File: src/rtl/thresholding_loader.sv
// Streaming threshold loader: turns an ascending per-channel stream into
// core write strobes {channel, index} and flags out-of-order thresholds.
module thresholding_loader #(
  parameter int N = 2,
  parameter int M = 8,
  parameter int C = 2,
  parameter bit SIGNED = 1'b0,
  localparam int A_BITS = $clog2(C) + N
) (
  input  logic              clk,
  input  logic              rst_n,
  input  logic              start,
  input  logic              s_tvalid,
  output logic              s_tready,
  input  logic [M-1:0]      s_tdata,
  output logic              twe,
  output logic [A_BITS-1:0] twa,
  output logic [M-1:0]      twd,
  output logic              busy,
  output logic              done,
  output logic              err,
  output logic [A_BITS-1:0] err_addr
);

  localparam int CB = (C > 1) ? $clog2(C) : 1;
  localparam logic [N-1:0]  IMAX = N'((1 << N) - 2);
  localparam logic [CB-1:0] CMAX = CB'(C - 1);

  typedef enum logic [1:0] {IDLE, LOAD, DONE} state_t;

  state_t state, nxt;

  logic [N-1:0]      idx;
  logic [CB-1:0]     cnl;
  logic [M-1:0]      prev;
  logic [A_BITS-1:0] addr;
  logic              hs;
  logic              last;
  logic              le;
  logic              viol;

  // a start coinciding with a beat wins; the beat is dropped
  assign s_tready = (state == LOAD);
  assign busy     = (state == LOAD);
  assign done     = (state == DONE);
  assign hs       = s_tvalid & s_tready & ~start;
  assign last     = (cnl == CMAX) && (idx == IMAX);

  assign le = SIGNED ? ($signed(s_tdata) <= $signed(prev))
                     : (s_tdata <= prev);
  assign viol = hs && (idx != '0) && le;

  generate
    if (C > 1) begin : g_multi
      assign addr = {cnl, idx};
    end else begin : g_single
      assign addr = idx;
    end
  endgenerate

  always_ff @(posedge clk or negedge rst_n) begin
    if (!rst_n) state <= IDLE;
    else        state <= nxt;
  end

  always_comb begin
    nxt = state;
    case (state)
      IDLE:    if (start) nxt = LOAD;
      LOAD:    if (start) nxt = LOAD;
               else if (hs && last) nxt = DONE;
      DONE:    if (start) nxt = LOAD;
      default: nxt = IDLE;
    endcase
  end

  always_ff @(posedge clk or negedge rst_n) begin
    if (!rst_n) begin
      twe      <= 1'b0;
      twa      <= '0;
      twd      <= '0;
      err      <= 1'b0;
      err_addr <= '0;
      idx      <= '0;
      cnl      <= '0;
      prev     <= '0;
    end else begin
      twe <= hs;
      if (hs) begin
        twa  <= addr;
        twd  <= s_tdata;
        prev <= s_tdata;
        if (idx == IMAX) begin
          idx <= '0;
          cnl <= (cnl == CMAX) ? '0 : cnl + 1'b1;
        end else begin
          idx <= idx + 1'b1;
        end
        if (viol && !err) begin
          err      <= 1'b1;
          err_addr <= addr;
        end
      end
      if (start) begin
        idx      <= '0;
        cnl      <= '0;
        err      <= 1'b0;
        err_addr <= '0;
      end
    end
  end

endmodule
File: config.mk
export PLATFORM = sky130hd
export DESIGN_NAME = thresholding_loader
export DESIGN_NICKNAME = d
export VERILOG_FILES = /design/src/rtl/thresholding_loader.sv
export SDC_FILE = /design/constraint.sdc
export NUM_CORES = 1
export LEC_CHECK = 0
export BUFFER_PORTS_ARGS = -buffer_cell sky130_fd_sc_hd__buf_2
export CAP_MARGIN = 0
export CORE_MARGIN = 2
export CORE_UTILIZATION = 45
export CTS_CLUSTER_DIAMETER = 40
export DETAILED_ROUTE_END_ITERATION = 8
export PLACE_DENSITY = 0.68
export SLEW_MARGIN = 10
export SYNTH_ARGS = -nofsm -noshare
export SYNTH_HDL_FRONTEND = slang
export SYNTH_SLANG_ARGS = --single-unit
File: constraint.sdc
create_clock -name clk -period 2.25 [get_ports clk]
set_input_delay 0.3375 -clock clk [delete_from_list [all_inputs] [get_ports clk]]
set_output_delay 0.3375 -clock clk [all_outputs]
set_load 0.05 [all_outputs]
==> flow_summary.toml <==
[outcome]
outcome = "complete, no violations"

[die]
std_cell_rows = 17
core_region_area_sq_um = 2250
pin_count = 31
initial_utilization = 0.484
floorplan.die.width_microns = 53.3
chipHeight_microns = 53.3
die_area_sq_um = 2840

[finish]
num_antenna_cells = 0
nets = 158
layout-drive-gt1-share = 0.285
area_growth_pct = 16.4
instances_no_fill = 165
final_util = 0.564

[global_routing]
first_global_vias = 789
grt_remaining_overflow = 0
largest_net_degree_at_the_start_of_global_routing = 22
total_grt_usage = 0.174
antenna_found_initial = 0
first_pass_grt_wire_length_mm = 3.41

[setup_path]
crit_required_ns = 2.48
setup.worst_path.class = "register to register"
critical_path_peak_fanout = 4
worstPathCellList = "inv_1, ha_1, nand4_1, nand2b_1, a21oi_1, nand4b_4, mux2i_1"
cpPeakStageDelay_ns = 0.36
setup.worst_path.end_class = "register"
crit_slowest_cell = "dfrtp_1"
critical_path_arrival_ns = 1.82
reg2reg_setup_slack_ns = 0.65
setup.worst_path.start_class = "register"

[synth]
synthMostInstantiatedCell = "dfrtp_1"
yosys-top-cells-area = "dfrtp_1 (48%), ha_1 (9.2%), nand2_1 (5.2%), o21ai_0 (4.6%), a21oi_1 (4.1%)"
synthesis.yosys.warnings = 0
netlist_instances = 106
synth_cell_type_count = 26
mappedNetlistNets = 126
post-synth-top-area-cell = "dfrtp_1"
ys.flop_type = "dfrtp_1"
synth.cell_area_sq_um = 1090
synthArstFlopShare = 1.00
sequential_area_share_after_synthesis = 0.481
flip_flop_and_latch_count_after_synthesis = 21
synth_top_cells_by_count = "dfrtp_1 (21), nand2_1 (15), inv_1 (10), o21ai_0 (10), a21oi_1 (9)"
synth_top_area_share = 0.481
count_of_flip_flops_with_a_built_in_enable_after_synthesis = 0
synth_area_per_cell_sq_um = 10.3

[clock_network]
root_buffer = "clkbuf_4"
cts.reportedPaths.clkPinSlew_ns = 0.11
cts_tree = "built"
cts_resized = 0
insertion_delay_ns = 0.30
clock-sinks = 21
htree_num_levels = 1
number_of_clock_buffers_inserted_by_tritoncts = 3
clock_tree.buffer_depth = 2

[route]
post_drt_antenna_nets = 0
route.detailed.drc = 0
dr.first_iter.drc_count = 8
dr_total_vias = 821
drt-total-wl_mm = 1.93
wire_per_inst_microns = 11.7
via_cell_ratio = 4.98
first_pass_iters = 4

[timing]
timing_worst_slew_pin_value_ns = 0.478
timing.final.ws_setup_ns = 0.655
fin_setup_tns_ns = 0
timing.final.max_slew_violations = 0
grt_setup_unrepaired = "false"
timing.final.setup_violations = 0
timing.clock.skew_ns = 0.00103
hold_violations = 0
fmax_mhz = 627
layout_min_cycle_time_ns = 1.60
slew-limit-headroom = 0.681
fin_crit_share = 0.709

[pwr]
power.ir.vdd_worst_v = 0.000458
p_leak_nw = 0.680
power_density_nw_per_um2 = 672

[placement]
dpl.cell_count = 160
detailedPlacementHpwl_mm = 1.48
numPortBuffers = 30
dp_worst_setup_slack_ns = 0.609
gp_congestion = 0.773

[run]
max_cap_violations = 0

[min_path]
timing.hold.worst.class = "input port to register"
==> area by class of cell <==
type | count | area (sq um)
timing repair buffer | 31 | 160
fill | 227 | 983
tap | 28 | 35.0
clock buffer | 4 | 26.3
multi-input combinational | 71 | 487
sequential | 21 | 526
inverter | 10 | 37.5
==> cell families after synthesis <==
kind of cell    count (synthesis)  synth area share
flops                          21             0.481
compound gates                 23             0.115
simple gates                   35             0.194
fa+ha+maj                       8            0.0916
mux                             4            0.0378
xor+xnor                        1           0.00802
buf+inv                        14            0.0733
==> worst max-delay path, delay by kind of cell, from the launching register on <==
kind	cells	cell delay (ns)
adder cells (fa/ha/maj)	1	0.31
buffers and inverters	1	0.06
flip-flops	1	0.36
AND/OR/NAND/NOR	3	0.44
AO/OA/AOI/OAI	1	0.14
multiplexers	1	0.21
==> worst paths after layout <==
kind,from,end,cells after the start
setup / recovery,prev[7],err_addr[0],7
hold / removal,s_tdata[3],prev[3],3
setup reg to reg,prev[7],err_addr[0],7
hold reg to reg,twa[2],twa[2],2
max in group asynchronous,rst_n,prev[0],2
min in group asynchronous,rst_n,prev[2],2
==> metrics by stage <==
stage / area [sq um] / hold WS [ns] / power (mW)
floorplan: 1090 / 0.0419 / 0.625
global placement: 1230 / 0.317 / 0.683
detailed placement: 1230 / 0.328 / 0.689
CTS: 1270 / 0.239 / 0.872
global route: 1270 / 0.253 / 0.915
finish: 1270 / 0.253 / 0.854
==> registers in the layout, summed over array words and instances (netlist names) <==
signal and count:
cnl 1, err 1, err_addr 3, idx 2
prev 8, state 2, twa 3, twe 1
==> where the power goes <==
| group | total [mW] | switching [mW] | internal (mW) |
|---|---|---|---|
| registers | 0.423 | 0.0169 | 0.406 |
| logic | 0.255 | 0.181 | 0.0738 |
| clock network | 0.176 | 0.106 | 0.0691 |
| total | 0.854 | 0.305 | 0.549 |
==> what timing repair did <==
item,CTS,global route
hold endpoints to repair,21,0
setup endpoints to repair,0,0
hold buffers,1,0
buffers inserted,0,0
==> placed cells by master, fill, tap and decap left out <==
cell | netlist | layout
nand4b_4 | 1 | 1
dlygate4sd3_1 | 0 | 1
mux2i_1 | 3 | 3
nand2b_1 | 5 | 5
buf_2 | 0 | 30
ha_1 | 8 | 8
nor2b_1 | 2 | 2
mux2_1 | 1 | 1
nand2_1 | 15 | 15
nor3_1 | 1 | 1
inv_1 | 10 | 10
clkbuf_1 | 1 | 1
nor3b_2 | 1 | 1
dfrtp_1 | 21 | 21
o21ai_1 | 1 | 1
nor2_1 | 5 | 5
nor2_4 | 1 | 1
a21oi_1 | 9 | 9
clkbuf_4 | 0 | 3
nand4_1 | 2 | 2
o21ai_0 | 10 | 10
xnor2_1 | 1 | 1
nor3b_1 | 1 | 1
nand3b_4 | 1 | 1
o211ai_1 | 1 | 1
o21ai_2 | 2 | 2
==> routing by layer <==
layer / share of wire / track usage
met1: 0.42 / 0.193
met2: 0.50 / 0.296
met3: 0.050 / 0.0282
met4: 0.030 / 0.124
met5: 0 / 0
Power figures use the tool's default switching activity.
